`src/rtl/cbc_dec_sequencer.sv`:
```
// cbc_dec_sequencer: control and chaining sequencer for AES-128 CBC decryption.
// Feeds ciphertext blocks to a fixed-latency, non-stallable decrypt core and
// XORs each core result with the IV or the previous ciphertext block. All
// chaining state lives here, so the core stays a pure block transform.
module cbc_dec_sequencer #(
    parameter int CORE_LAT  = 1,
    parameter int BLK_CNT_W = 16
) (
    input  logic                 clk,
    input  logic                 rst_n,
    input  logic                 iv_load,
    input  logic [127:0]         iv_in,
    input  logic                 s_valid,
    output logic                 s_ready,
    input  logic [127:0]         s_data,
    input  logic                 s_last,
    output logic [127:0]         core_data_in,
    output logic                 core_start,
    input  logic [127:0]         core_data_out,
    output logic                 m_valid,
    input  logic                 m_ready,
    output logic [127:0]         m_data,
    output logic                 m_last,
    output logic [BLK_CNT_W-1:0] blk_count,
    output logic                 busy,
    output logic                 iv_err
);

    typedef enum logic [1:0] {
        IDLE   = 2'd0,
        ACCEPT = 2'd1,
        WAIT   = 2'd2,
        OUT    = 2'd3
    } state_t;

    localparam logic [3:0]           LAT_INIT = 4'(CORE_LAT);
    localparam logic [BLK_CNT_W-1:0] CNT_ONE  = BLK_CNT_W'(1);

    state_t       state;
    logic [127:0] prev_cb;   // IV or previous ciphertext block
    logic [127:0] cur_cb;    // block currently held at the core input
    logic [3:0]   lat_cnt;   // cycles remaining until the core result is valid
    logic         last_r;    // s_last of the block in flight

    // Handshake and status outputs decoded from registered state; s_valid never reaches s_ready.
    always_comb begin
        s_ready      = (state == ACCEPT) && !iv_load;
        m_valid      = (state == OUT);
        busy         = (state == WAIT) || (state == OUT);
        core_start   = (state == WAIT) && (lat_cnt == LAT_INIT);
        core_data_in = cur_cb;
    end

    // Sequencer FSM with all chaining, output and status registers.
    // NOTE: every register here uses <= so all updates see pre-edge values, which
    // is what lets prev_cb move to cur_cb in the same edge that m_data uses it.
    always_ff @(posedge clk or negedge rst_n) begin
        if (!rst_n) begin
            state     <= IDLE;
            prev_cb   <= '0;
            cur_cb    <= '0;
            lat_cnt   <= '0;
            last_r    <= 1'b0;
            m_data    <= '0;
            m_last    <= 1'b0;
            blk_count <= '0;
            iv_err    <= 1'b0;
        end else begin
            case (state)
                IDLE: begin
                    if (iv_load) begin
                        prev_cb   <= iv_in;
                        blk_count <= '0;
                        iv_err    <= 1'b0;
                        state     <= ACCEPT;
                    end
                end

                ACCEPT: begin
                    // A new IV wins over a block offered in the same cycle.
                    if (iv_load) begin
                        prev_cb   <= iv_in;
                        blk_count <= '0;
                        iv_err    <= 1'b0;
                    end else if (s_valid && s_ready) begin
                        cur_cb  <= s_data;
                        last_r  <= s_last;
                        lat_cnt <= LAT_INIT;
                        state   <= WAIT;
                    end
                end

                WAIT: begin
                    // An IV arriving mid-block is refused; the chain keeps its old prev_cb.
                    if (iv_load) begin
                        iv_err <= 1'b1;
                    end
                    if (lat_cnt != 4'd0) begin
                        lat_cnt <= lat_cnt - 4'd1;
                    end else begin
                        m_data  <= core_data_out ^ prev_cb;
                        m_last  <= last_r;
                        prev_cb <= cur_cb;
                        state   <= OUT;
                    end
                end

                OUT: begin
                    if (iv_load) begin
                        iv_err <= 1'b1;
                    end
                    if (m_ready) begin
                        blk_count <= blk_count + CNT_ONE;
                        state     <= m_last ? IDLE : ACCEPT;
                    end
                end

                default: state <= IDLE;
            endcase
        end
    end

endmodule

```
`config.mk`:
```
export PLATFORM = sky130hd
export DESIGN_NAME = cbc_dec_sequencer
export DESIGN_NICKNAME = d
export VERILOG_FILES = /design/src/rtl/cbc_dec_sequencer.sv
export SDC_FILE = /design/constraint.sdc
export NUM_CORES = 1
export LEC_CHECK = 0
export BUFFER_PORTS_ARGS = -buffer_cell sky130_fd_sc_hd__buf_2
export CORE_AREA = 2 2 263 265
export CTS_CLUSTER_DIAMETER = 50
export DETAILED_ROUTE_END_ITERATION = 12
export DIE_AREA = 0 0 265 267
export HOLD_SLACK_MARGIN = 0.02
export PLACE_DENSITY = 0.47
export SLEW_MARGIN = 5
export SYNTH_ARGS = -nofsm -noshare
export SYNTH_HDL_FRONTEND = slang
export SYNTH_SLANG_ARGS = --single-unit
```
`constraint.sdc`:
```
create_clock -name clk -period 6 [get_ports clk]
set_clock_uncertainty 0.15 [all_clocks]
set_input_delay 0 -clock clk [delete_from_list [all_inputs] [get_ports clk]]
set_output_delay 0 -clock clk [all_outputs]
set_load 0.01 [all_outputs]
```
==> flow_summary.ini <==
[global_routing]
busiest_layer = met2
met1_usage_pct = 19.6
grt_pass1_vias = 17000
grt_util_met2_pct = 29.5
antenna_found_initial = 3
overflow = 0
grt_max_degree = 157
grt_usage_pct = 17.4
use_met3_pct = 5.30
grt_pass1_wl_um = 96600

[place]
gp_congestion = 0.834
place_area_sq_mm = 0.0218
dpl.hpwl_um = 42500
port-buffer-count = 667
dp_cells = 2989
dp_slack_ns = 2.84

[pwr]
powerDensity_mw_per_mm2 = 485
power_leakage_nw = 12.9
ir_drop_uv = 342
power_w = 0.0141

[clock_tree]
cts.sinks = 409
cts-root-buf = clkbuf_16
numCtsBuffers = 59
cts.reportedPaths.clkPinSlew_ns = 0.06
clock_path_buffers = 3
cts-resized-gates = 0
cts_tree = done
clkLatencyLatePin_ns = 0.61
postCtsSetupBuffers = 0
h-tree-depth = 2

[finish]
nFillCells = 6396
final_nets = 3091
final_common_cell = buf_2
layout_common_cells = buf_2, dlygate4sd3_1, dfrtp_1
final_cells = 3629
layout-drive-gt1-share_pct = 33.7
syn_to_final_growth_pct = 66.5
final_area_sq_mm = 0.0291

[yosys]
synth-main-ff-cell = dfrtp_1
synth_area_per_cell_sq_um = 11.5
async_reset_ff_share_pct = 100
synth-seq-area-share_pct = 58.5
synth_area_sq_mm = 0.0175
synth_cell_types = 44
synth_cells = 1516
yosys_register_bits = 409
yosys_warnings = 0
synth_nets = 1913
synth_edf_count = 0

[route]
initialDrtViolationCount = 678
dr_total_vias = 16000
antenna_left = 0
wirelength_um = 63500
drc_errors = 0
dr.pass1.iters = 5
wl_per_cell_um = 17.5
vias_per_cell = 4.40

[critical_path]
crit_path_max_fanout = 49
crit_type = flip-flop to flip-flop
setup.worst_path.start_class = flip-flop
worstSetupEndpointType = flip-flop
critical_path_required_ns = 6.29
crit_arrival_ns = 3.45

[floorplan]
die_w_um = 265
fp.dieH_um = 267
core_sq_mm = 0.0680
start_util_pct = 25.7
dieArea_sq_mm = 0.0708
rows = 96
ios = 668

[timing]
setup_slack_ns = 2.84
max_freq_ghz = 0.316
timing_worst_slew_pin_value_ns = 0.962
slew_headroom_pct = 35.8
fin_crit_sh_pct = 52.7
final.setup.tns_ns = 0
slew_viol_final = 0
fin_crit_ns = 3.16
rsz0062_at_grt = no
hold_viol = 0
setup_violations = 0

[run_status]
status = complete, no violations

[run]
maxCapViolCount = 0

[hold_path]
hold_path.class = primary input to flip-flop
report_power, final:
group / internal [W] / switching [W]
combinational: 0.00254 / 0.00293
sequential: 0.00407 / 0.000942
clock: 0.00226 / 0.00139
metrics by stage:
step,hold slack [ns],util (%)
final,0.0501,42.9
after global routing,0.0548,42.9
after CTS,0.0215,42.8
after detailed placement,0.0395,32.0
after global placement,0.0300,32.0
after floorplan,-0.446,-
state kept, by name (all words and copies together) (netlist names):
register / count
prev_cb: 128
last_r: 1
m_data: 128
lat_cnt: 4
core_data_in: 128
state: 2
blk_count: 16
iv_err: 1
m_last: 1
path summary, 6_finish.rpt:
kind	startpoint	end	slack (ns)	cells past startpoint
min in group asynchronous	rst_n	blk_count[8]$_DFFE_PN0P_	0.54	4
worst min-delay path	s_data[108]	core_data_in[108]$_DFFE_PN0P_	0.05	3
worst max register to register	state[0]$_DFFE_PN0P_	prev_cb[79]$_DFFE_PN0P_	2.84	6
worst min register to register	last_r$_DFFE_PN0P_	m_last$_DFFE_PN0P_	0.33	2
worst max-delay path	state[0]$_DFFE_PN0P_	prev_cb[79]$_DFFE_PN0P_	2.84	6
max in group asynchronous	rst_n	core_data_in[84]$_DFFE_PN0P_	4.40	4
Yosys cell counts (all sizes together), types with 4 or more instances:
library cell  count  area share [%]
a21oi           267             7.6
buf              40             1.1
o21ai            11            0.31
or4               6            0.28
dfrtp           409              58
clkbuf           48             1.0
ha                7            0.50
o31ai             7            0.30
xnor2           130             6.5
or3               6            0.22
inv               9            0.19
nand3             7            0.20
nand4             4            0.14
mux2i           128             7.3
nor2            262             5.6
nand2            12            0.26
mux2            130             8.4
kinds of logic (layout without fill, tap and decap cells):
kind of cell	Yosys count	count (layout)	synth area share (%)
adders and majority gates	7	7	0.500
muxes	258	258	15.7
xor gates and xnor gates	132	132	6.61
other	0	3	0
AOI/OAI and AO/OA	297	297	8.87
buffers and inverters	97	1325	2.34
and+or+nand+nor	316	316	7.51
DFF	409	409	58.5
per-layer routing:
metal,wire length [um],up-vias,part of all wire (%)
met2,31100,552,49
met3,4670,203,7.4
met5,0,-,0
met1,24300,7597,38
met4,3390,0,5.3
li1,-,7603,-
worst max-delay path: stages (launching register included):
cell,delay (ns)
dfrtp_1,0.40
inv_1,0.17
ha_4,0.54
buf_4,0.46
buf_4,0.79
mux2i_1,0.28
a21oi_1,0.09
area by class of cell:
cell class	instances	area [sq um]	share of cell area [%]
Clock buffer	72	1600	5.47
Clock inverter	39	497	1.70
Tap cell	882	1100	3.79
Inverter	9	33.8	0.116
Sequential cell	409	10200	35.1
Antenna cell	3	7.51	0.0258
Timing Repair Buffer	1205	8780	30.1
Multi-Input combinational cell	1010	6890	23.6
timing repair:
| item | CTS | global route |
|---|---|---|
| setup endpoints to repair | 0 | 0 |
| hold buffers | 525 | 1 |
| endpoints found under the hold margin | 517 | 1 |
(Power assumes the default switching activity.)
